`config.mk`:
```
export PLATFORM = sky130hd
export DESIGN_NAME = pipe_ctrl_flat
export DESIGN_NICKNAME = d
export VERILOG_FILES = /design/src/rtl/pipe_ctrl_if.sv /design/src/rtl/pipe_ctrl.sv /design/src/flat_wrapper.sv
export SDC_FILE = /design/constraint.sdc
export NUM_CORES = 1
export LEC_CHECK = 0
export ABC_CLOCK_PERIOD_IN_PS = 1900
export BUFFER_PORTS_ARGS = -buffer_cell sky130_fd_sc_hd__buf_2
export CAP_MARGIN = 10
export CORE_MARGIN = 10
export CORE_UTILIZATION = 48
export DETAILED_ROUTE_END_ITERATION = 7
export GPL_TIMING_DRIVEN = 0
export PLACE_DENSITY = 0.76
export SYNTH_ARGS = -nofsm -noshare
export SYNTH_HDL_FRONTEND = slang
export SYNTH_SLANG_ARGS = --single-unit
```
`constraint.sdc`:
```
create_clock -name clk -period 1.9 [get_ports clk]
set_input_delay 0.095 -clock clk [delete_from_list [all_inputs] [get_ports clk]]
set_output_delay 0.095 -clock clk [all_outputs]
set_load 0.005 [all_outputs]
```
`src/rtl/pipe_ctrl_if.sv`:
```
// Request/response bundle between the pipeline stages and the central pipeline controller.
// The master side drives stall requests and exception commits. The slave side returns the stall vector and redirect.
interface pipe_ctrl_if;
   logic        stallreq_id;
   logic        stallreq_of;
   logic        stallreq_ex;
   logic        stallreq_mem;
   logic        stallreq_wb;
   logic        excp_valid;
   logic [31:0] excp_type;
   logic [31:0] excp_epc;
   logic [4:0]  stall;
   logic        flush;
   logic        flush_cause;
   logic [31:0] new_pc;
   logic        ctrl_busy;
   logic [1:0]  dbg_state;

   // Requests and excp_* are plain levels, sampled each clock; there is no valid/ready pairing.
   // flush is a one-cycle pulse. flush_cause and new_pc are only meaningful while flush=1.
   modport master (
      output stallreq_id, stallreq_of, stallreq_ex, stallreq_mem, stallreq_wb,
      output excp_valid, excp_type, excp_epc,
      input  stall, flush, flush_cause, new_pc, ctrl_busy, dbg_state
   );

   modport slave (
      input  stallreq_id, stallreq_of, stallreq_ex, stallreq_mem, stallreq_wb,
      input  excp_valid, excp_type, excp_epc,
      output stall, flush, flush_cause, new_pc, ctrl_busy, dbg_state
   );
endinterface

```
`src/rtl/pipe_ctrl.sv`:
```
// Pipeline controller: merges stall requests into the stall vector.
// It also sequences exception/ERET flushes with a fixed front-end recovery window.
module pipe_ctrl #(
   parameter logic [31:0] EXC_VECTOR = 32'hBFC00380,
   parameter logic [31:0] ERET_TYPE  = 32'h0000000E,
   parameter int unsigned FLUSH_HOLD = 2
) (
   input  logic     clk,
   input  logic     resetn,
   pipe_ctrl_if.slave bus
);
   typedef enum logic [1:0] {RUN = 2'd0, PEND = 2'd1, FLUSH = 2'd2, RECOVER = 2'd3} state_e;

   localparam logic [3:0] HOLD = 4'(FLUSH_HOLD);

   state_e      state_q;
   logic [31:0] type_q, epc_q, new_pc_q;
   logic        flush_q, cause_q;
   logic [3:0]  cnt_q;
   logic [4:0]  encode, stall_d;
   logic        mem_clear;

   // Deepest request wins: freezing 0..j while j+1 runs drops a bubble into j+1.
   always_comb begin
      encode = 5'b00000;
      if (bus.stallreq_wb)       encode = 5'b11111;
      else if (bus.stallreq_mem) encode = 5'b01111;
      else if (bus.stallreq_ex)  encode = 5'b00111;
      else if (bus.stallreq_of)  encode = 5'b00011;
      else if (bus.stallreq_id)  encode = 5'b00001;
   end

   assign mem_clear = !bus.stallreq_mem && !bus.stallreq_wb;

   always_comb begin
      stall_d = 5'b00000;
      case (state_q)
         RUN, PEND: stall_d = encode;
         FLUSH:     stall_d = 5'b00000;
         RECOVER:   stall_d = 5'b00001;
         default:   stall_d = 5'b00000;
      endcase
   end

   always_ff @(posedge clk or negedge resetn) begin
      if (!resetn) begin
         state_q  <= RUN;
         type_q   <= 32'd0;
         epc_q    <= 32'd0;
         new_pc_q <= 32'd0;
         flush_q  <= 1'b0;
         cause_q  <= 1'b0;
         cnt_q    <= 4'd0;
      end else begin
         flush_q <= 1'b0;
         case (state_q)
            RUN: begin
               if (bus.excp_valid) begin
                  type_q <= bus.excp_type;
                  epc_q  <= bus.excp_epc;
                  if (mem_clear) begin
                     // Fast path: redirect comes straight from the inputs, giving flush at t+1.
                     state_q  <= FLUSH;
                     flush_q  <= 1'b1;
                     cause_q  <= (bus.excp_type == ERET_TYPE);
                     new_pc_q <= (bus.excp_type == ERET_TYPE) ? bus.excp_epc : EXC_VECTOR;
                  end else begin
                     state_q <= PEND;
                  end
               end
            end
            PEND: begin
               if (mem_clear) begin
                  state_q  <= FLUSH;
                  flush_q  <= 1'b1;
                  cause_q  <= (type_q == ERET_TYPE);
                  new_pc_q <= (type_q == ERET_TYPE) ? epc_q : EXC_VECTOR;
               end
            end
            FLUSH: begin
               cnt_q   <= HOLD;
               state_q <= (HOLD != 4'd0) ? RECOVER : RUN;
            end
            RECOVER: begin
               cnt_q <= cnt_q - 4'd1;
               if (cnt_q <= 4'd1) state_q <= RUN;
            end
            default: state_q <= RUN;
         endcase
      end
   end

   // Gating stall with resetn lets the stall vector clear during reset even while requests are still asserted.
   assign bus.stall       = resetn ? stall_d : 5'b00000;
   assign bus.flush       = flush_q;
   assign bus.flush_cause = cause_q;
   assign bus.new_pc      = new_pc_q;
   assign bus.ctrl_busy   = (state_q != RUN);
   assign bus.dbg_state   = state_q;
endmodule

```
`src/flat_wrapper.sv`:
```
// flat-port wrapper written by rule: the top's interface ports become plain ports
module pipe_ctrl_flat 
#(
   parameter logic [31:0] EXC_VECTOR = 32'hBFC00380,
   parameter logic [31:0] ERET_TYPE  = 32'h0000000E,
   parameter int unsigned FLUSH_HOLD = 2
)
  (clk, resetn, bus_stallreq_id, bus_stallreq_of, bus_stallreq_ex, bus_stallreq_mem, bus_stallreq_wb, bus_excp_valid, bus_excp_type, bus_excp_epc, bus_stall, bus_flush, bus_flush_cause, bus_new_pc, bus_ctrl_busy, bus_dbg_state);
  pipe_ctrl_if bus_i ();
  input  logic clk;
  input  logic resetn;
  input wire logic [$bits(bus_i.stallreq_id)-1:0] bus_stallreq_id;
  input wire logic [$bits(bus_i.stallreq_of)-1:0] bus_stallreq_of;
  input wire logic [$bits(bus_i.stallreq_ex)-1:0] bus_stallreq_ex;
  input wire logic [$bits(bus_i.stallreq_mem)-1:0] bus_stallreq_mem;
  input wire logic [$bits(bus_i.stallreq_wb)-1:0] bus_stallreq_wb;
  input wire logic [$bits(bus_i.excp_valid)-1:0] bus_excp_valid;
  input wire logic [$bits(bus_i.excp_type)-1:0] bus_excp_type;
  input wire logic [$bits(bus_i.excp_epc)-1:0] bus_excp_epc;
  output wire logic [$bits(bus_i.stall)-1:0] bus_stall;
  output wire logic [$bits(bus_i.flush)-1:0] bus_flush;
  output wire logic [$bits(bus_i.flush_cause)-1:0] bus_flush_cause;
  output wire logic [$bits(bus_i.new_pc)-1:0] bus_new_pc;
  output wire logic [$bits(bus_i.ctrl_busy)-1:0] bus_ctrl_busy;
  output wire logic [$bits(bus_i.dbg_state)-1:0] bus_dbg_state;
  assign bus_i.stallreq_id = bus_stallreq_id;
  assign bus_i.stallreq_of = bus_stallreq_of;
  assign bus_i.stallreq_ex = bus_stallreq_ex;
  assign bus_i.stallreq_mem = bus_stallreq_mem;
  assign bus_i.stallreq_wb = bus_stallreq_wb;
  assign bus_i.excp_valid = bus_excp_valid;
  assign bus_i.excp_type = bus_excp_type;
  assign bus_i.excp_epc = bus_excp_epc;
  assign bus_stall = bus_i.stall;
  assign bus_flush = bus_i.flush;
  assign bus_flush_cause = bus_i.flush_cause;
  assign bus_new_pc = bus_i.new_pc;
  assign bus_ctrl_busy = bus_i.ctrl_busy;
  assign bus_dbg_state = bus_i.dbg_state;
  pipe_ctrl #(.EXC_VECTOR(EXC_VECTOR), .ERET_TYPE(ERET_TYPE), .FLUSH_HOLD(FLUSH_HOLD)) u_core (.clk(clk), .resetn(resetn), .bus(bus_i));
endmodule
```
==> impl_metrics.ini, run 1 <==
[outcome]
status = complete, but fails checks
violations = hold timing, setup timing

[power]
power_frac_seq_pct = 48.2
power.density_nw_per_um2 = 1130
clkPwrFrac_pct = 19.6
leakagePower_nw = 2.97
peakVddDrop_mv = 0.717
p_sw_mw = 2.26
power_frac_comb_pct = 32.3
intPower_mw = 4.95
sw_frac_of_total_pct = 31.3

[logic_synthesis]
syn_area_per_cell_um2 = 11.2
yosysSeqAreaShare_pct = 55.5
synth_flop_cell = dfrtp_1
ys_ff_latch = 104
ys_warn_count = 0
synthArstFlopShare_pct = 100
synth-edff-count = 0
synthCells = 418
syn_nets = 496
netlist_area_um2 = 4690
ys_types = 32

[global_route]
grt_pass1_wl_um = 21600
grt_overflow_total = 0
antenna_found_initial = 0
grt_max_degree = 55
track_usage_pct = 18.1
grt_pass1_vias = 4252

[route]
wirelength_um = 13200
drt_first_pass_iters = 4
remaining_drc_errors = 0
drt_iter0_drc = 244
avgViaCountPerCell = 5.44
vias = 4015
drtAntennaViolNets = 0
wl_per_cell_um = 17.9

[final_layout]
design_area_um2 = 6410
finish.utilization_pct = 66.5
fin_cells = 738
diodes = 0
drive_gt1_share_pct = 41.8
nets = 678
fill_cells = 759
areaGrowthSynthToFinish_pct = 36.7

[timing]
hold_viol = 53
fin_crit_ns = 1.92
fmax_mhz = 521
slew_violations = 0
rsz0062_at_grt = yes
worstMarginPinSlew_ns = 0.707
layout_setup_ws_ns = -0.0211
finalSetupViolCount = 3
skew_ns = 0.0103
max_slew_margin_pct = 52.9
whs_ns = -0.219
layout_worst_path_cycle_share_pct = 101

[setup_path]
crit_arrival_ns = 2.15
path_class = reg2reg
worstPathMaxFanout = 5
cp-end-kind = flip-flop
critical_path_required_ns = 2.13
cp-start-kind = flip-flop
regToRegEndpoint = u_core.bus.new_pc[25]$_DFFE_PN0P_
r2r_slack_ns = -0.02
crit_start = u_core.bus.dbg_state[1]$_DFFE_PN0P_
r2r-start = u_core.bus.dbg_state[1]$_DFFE_PN0P_
r2r_cells = 8

[job]
max_cap_viol_count = 0

[floorplan]
start_util_pct = 48.6
core_area_um2 = 9640
fp.dieW_um = 119
fp.dieArea_um2 = 14100
row_count = 36
die_y_um = 119
io_pins = 114

[clock_tree]
clkSinkCount = 104
insertion_delay_ns = 0.35
numCtsBuffers = 9
htreeDepth = 3
cts-root-buf = clkbuf_8
path_clk_slew_ns = 0.10
cts_tree = yes
cts_max_path_buffers = 2

[place]
post-place-ws_ns = -0.393
gp_congestion = 0.800
dp_hpwl_um = 8860
port_buffers = 113
postPlaceCellArea_um2 = 5450
dpl.cell_count = 665

[worst_hold_path]
hold_path_class = in2async
[timing repair]
| item | 4_1_cts | 5_1_grt |
|---|---|---|
| setup buffers | 4 | 6 |
| hold endpoints to repair | 96 | 56 |
| hold buffers | 43 | 3 |
| gates resized for setup | 38 | 28 |
| pin swaps | 1 | 12 |
| gates cloned | 1 | 1 |
| endpoints found under the setup margin | 92 | 60 |
[area by class of cell]
class	instances	area (um^2)	share of cell area [%]
plain buffers	28	201	3.14
clock buffers	12	145	2.26
clock inverters	4	53.8	0.840
inverters	17	63.8	0.996
multi-input cells	268	2010	31.4
flip-flops and latches	104	2600	40.6
well taps	133	166	2.60
repair buffers	172	1160	18.1
[metrics by stage]
stage,TNS (ns),power [mW]
after detailed placement,-13.57,5.47
after global placement,-49.35,5.28
after CTS,-0.615,7.02
after floorplan,0,4.79
after global routing,-1.13,7.66
final,-0.0432,7.21
[routing by layer]
| metal | track usage [%] | up-vias | share of wire, % |
|---|---|---|---|
| met5 | 0 | - | 0 |
| met3 | 3.45 | 11 | 4.8 |
| met1 | 23.0 | 1992 | 42 |
| met4 | 4.89 | 0 | 0.86 |
| met2 | 31.1 | 131 | 52 |
| li1 | - | 1881 | - |
[cells in the final DEF (no fill, tap or decap), types with 10 or more instances in the layout]
cell type / n
buf_4: 14
nand3_1: 21
o21ai_0: 18
nor2_1: 25
clkbuf_8: 12
nor4_1: 12
a211oi_2: 10
buf_2: 119
dfrtp_1: 103
dlygate4sd3_1: 46
mux2_2: 53
nand2_1: 37
nand4_1: 42
inv_1: 15
[flip-flops by register name, indices dropped and copies added, names as in the netlist]
signal / count
u_core.bus.new_pc: 32
u_core.epc_q: 32
u_core.type_q: 32
u_core.cnt_q: 4
u_core.bus.dbg_state: 2
u_core.bus.flush: 1
u_core.bus.flush_cause: 1
[cell families (layout without fill, tap and decap cells)]
kind of cell,Yosys count,count (layout),share of synthesized area [%]
and+or+nand+nor,169,169,19.2
DFF,104,104,55.5
muxes,57,57,13.7
buffers and inverters,46,233,4.16
AOI/OAI and AO/OA,36,36,5.77
adders and majority gates,6,6,1.60
[worst max-delay path, cell delays in order, from the launching register on]
cell and delay [ns]:
dfrtp_1 0.41, inv_2 0.13, ha_4 0.19, and4bb_2 0.26, nand4_1 0.08, buf_4 0.18
buf_2 0.19, nor4_2 0.30, a211oi_2 0.06
[Yosys cell counts (2+ instances only)]
master	count	share of area, %
mux2_2	53	13
and4_1	3	0.56
nor4bb_1	2	0.43
nand2_1	37	3.0
dfrtp_1	104	56
a211oi_2	10	2.7
nand4_1	42	5.6
nor4_1	22	2.9
a211oi_1	2	0.32
mux2i_1	2	0.43
inv_1	17	1.4
ha_1	6	1.6
and3_1	3	0.40
nor2b_1	2	0.27
buf_2	6	0.64
o21ai_0	18	1.9
buf_6	2	0.48
clkbuf_1	20	1.6
a21oi_1	4	0.43
nor3_1	5	0.53
nor2_1	26	2.1
nand3_1	21	2.2
a221o_1	2	0.43
[power groups by stage]
stage / combinational [mW] / clock (mW) / sequential (mW)
finish: 2.33 / 1.41 / 3.47
global route: 2.57 / 1.53 / 3.56
CTS: 2.17 / 1.42 / 3.43
detailed placement: 2.01 / 0 / 3.46
global placement: 1.89 / 0 / 3.39
floorplan: 1.45 / 0 / 3.34
[worst max path at each step]
stage                                        end  slack (ns)  depth (start not counted)
3_5_place_dp   u_core.bus.new_pc[20]$_DFFE_PN0P_       -0.39                          7
2_1_floorplan  u_core.bus.new_pc[22]$_DFFE_PN0P_        0.05                          8
6_report       u_core.bus.new_pc[25]$_DFFE_PN0P_       -0.02                          8
3_3_place_gp                        bus_stall[0]       -0.67                          4
5_1_grt        u_core.bus.new_pc[28]$_DFFE_PN0P_       -0.11                          8
4_1_cts        u_core.bus.new_pc[24]$_DFFE_PN0P_       -0.07                          8
(Power assumes the default switching activity.)
==> inputs of run 2 (changes only) <==
- ABC_CLOCK_PERIOD_IN_PS: 1900 -> 2350
- CORE_UTILIZATION: 48 -> 51
- HOLD_SLACK_MARGIN: not set -> 0.05
- PLACE_DENSITY: 0.76 -> 0.77
- clock period: 1.9 -> 2.35 ns (I/O delays scaled with it)
==> impl_metrics.ini, run 2 (synthesis gave the netlist of run 1 again) <==
[route]
drtAntennaViolNets = 0
wirelength_um = 13200
drt_first_pass_iters = 5
avgViaCountPerCell = 5.63
remaining_drc_errors = 0
drt_iter0_drc = 242
wl_per_cell_um = 18.3
vias = 4056

[timing]
skew_ns = 0.00927
final.setup.tns_ns = 0
finalSetupViolCount = 0
max_slew_margin_pct = 47.6
layout_worst_path_cycle_share_pct = 90.7
hold_viol = 0
fin_crit_ns = 2.13
fmax_mhz = 469
worstMarginPinSlew_ns = 0.786
rsz0062_at_grt = no
whs_ns = 0.0699
slew_violations = 0

[setup_path]
crit_arrival_ns = 2.02
cpPeakStageDelay_ns = 0.61
cp-start-kind = input port
critical_path_required_ns = 2.23
worstPathMaxFanout = 60
critPathSlowestCell = buf_4
path_class = in2out
cp-end-kind = primary output
crit_path_cell_trace = dlygate4sd3_1 -> buf_4 -> buf_16 -> o21ai_0 -> a21oi_1 -> buf_2

[global_route]
grt_overflow_total = 0
grt_pass1_vias = 4431
track_usage_pct = 20.4
grt_pass1_wl_um = 22100
grt_max_degree = 61
antenna_found_initial = 2

[floorplan]
fp.dieArea_um2 = 13400
fp.dieW_um = 116
start_util_pct = 53.0
io_pins = 114
core_area_um2 = 8850
row_count = 34
die_y_um = 116

[final_layout]
design_area_um2 = 6280
mostFrequentLayoutCells = buf_2 (118), dfrtp_1 (104), dlygate4sd3_1 (65), mux2_2 (53), nand4_1 (42)
drive_gt1_share_pct = 33.6
final_common_cell = buf_2
areaGrowthSynthToFinish_pct = 34.1
finish.utilization_pct = 71.0
nets = 686

[power]
peakVddDrop_mv = 0.516
leakagePower_nw = 2.92
p_total_mw = 5.66
power.density_nw_per_um2 = 901

[place]
postPlaceCellArea_um2 = 5420
gp_congestion = 0.799
dp_hpwl_um = 8850
port_buffers = 113

[clock_tree]
cts_tree = yes
insertion_delay_ns = 0.36
path_clk_slew_ns = 0.09
cts_max_path_buffers = 2
post_cts_buffers = 0
numCtsBuffers = 9
cts-root-buf = clkbuf_8
htreeDepth = 3
clkSinkCount = 104

[outcome]
status = finished clean

[job]
max_cap_viol_count = 0

[worst_hold_path]
hold_path_class = in2reg
==> run 2: timing repair <==
| action | CTS | global route |
|---|---|---|
| setup endpoints to repair | 0 | 20 |
| gates resized for setup | 0 | 4 |
| endpoints found under the hold margin | 148 | 0 |
| hold buffers | 65 | 0 |
==> run 2: worst paths after layout <==
path                                                      from                           endpoint  slack [ns]  depth (start not counted)
setup / recovery                                        resetn                       bus_stall[0]        0.22                          6
hold / removal                                  bus_excp_valid         u_core.bus.flush$_DFF_PN0_        0.07                          3
setup reg to reg           u_core.bus.dbg_state[0]$_DFFE_PN0P_   u_core.bus.new_pc[0]$_DFFE_PN0P_        0.22                          8
hold reg to reg              u_core.bus.new_pc[17]$_DFFE_PN0P_  u_core.bus.new_pc[17]$_DFFE_PN0P_        0.48                          2
max in group asynchronous                               resetn       u_core.type_q[1]$_DFFE_PN0P_        1.29                          3
min in group asynchronous                               resetn   u_core.bus.new_pc[9]$_DFFE_PN0P_        0.37                          2
==> run 2: layout make-up <==
cell class	instances	area [um^2]
sequential	104	2600
fill	637	2560
multi-input combinational	268	1890
timing repair buffer	179	1250
clock buffer	10	138
tap	108	135
buffer	29	134
clock inverter	4	70.1
inverter	17	63.8
antenna	2	5.00
==> run 2: critical path: cells and delay by family <==
kind / cells / cell delay [ns]
buffers and inverters: 4 / 1.58
AOI/OAI and AO/OA: 2 / 0.27
==> run 2: power breakdown <==
part	total (mW)	internal [mW]	switching (mW)
sequential	2.78	2.42	0.354
combinational	1.70	0.927	0.774
clock	1.18	0.614	0.568
==> run 2: per-layer routing <==
metal	vias up	GRT usage (%)	part of all wire [%]
met4	0	7.59	1.8
met5	-	0	0
li1	1897	-	-
met3	20	5.53	6.6
met2	148	34.9	51
met1	1991	24.1	41
==> run 2: through the flow <==
step	std cells	setup WS (ns)
6_report	721	0.217
5_1_grt	721	0.00609
4_1_cts	719	0.103
3_5_place_dp	640	0.143
3_3_place_gp	639	-0.280
2_1_floorplan	418	0.497
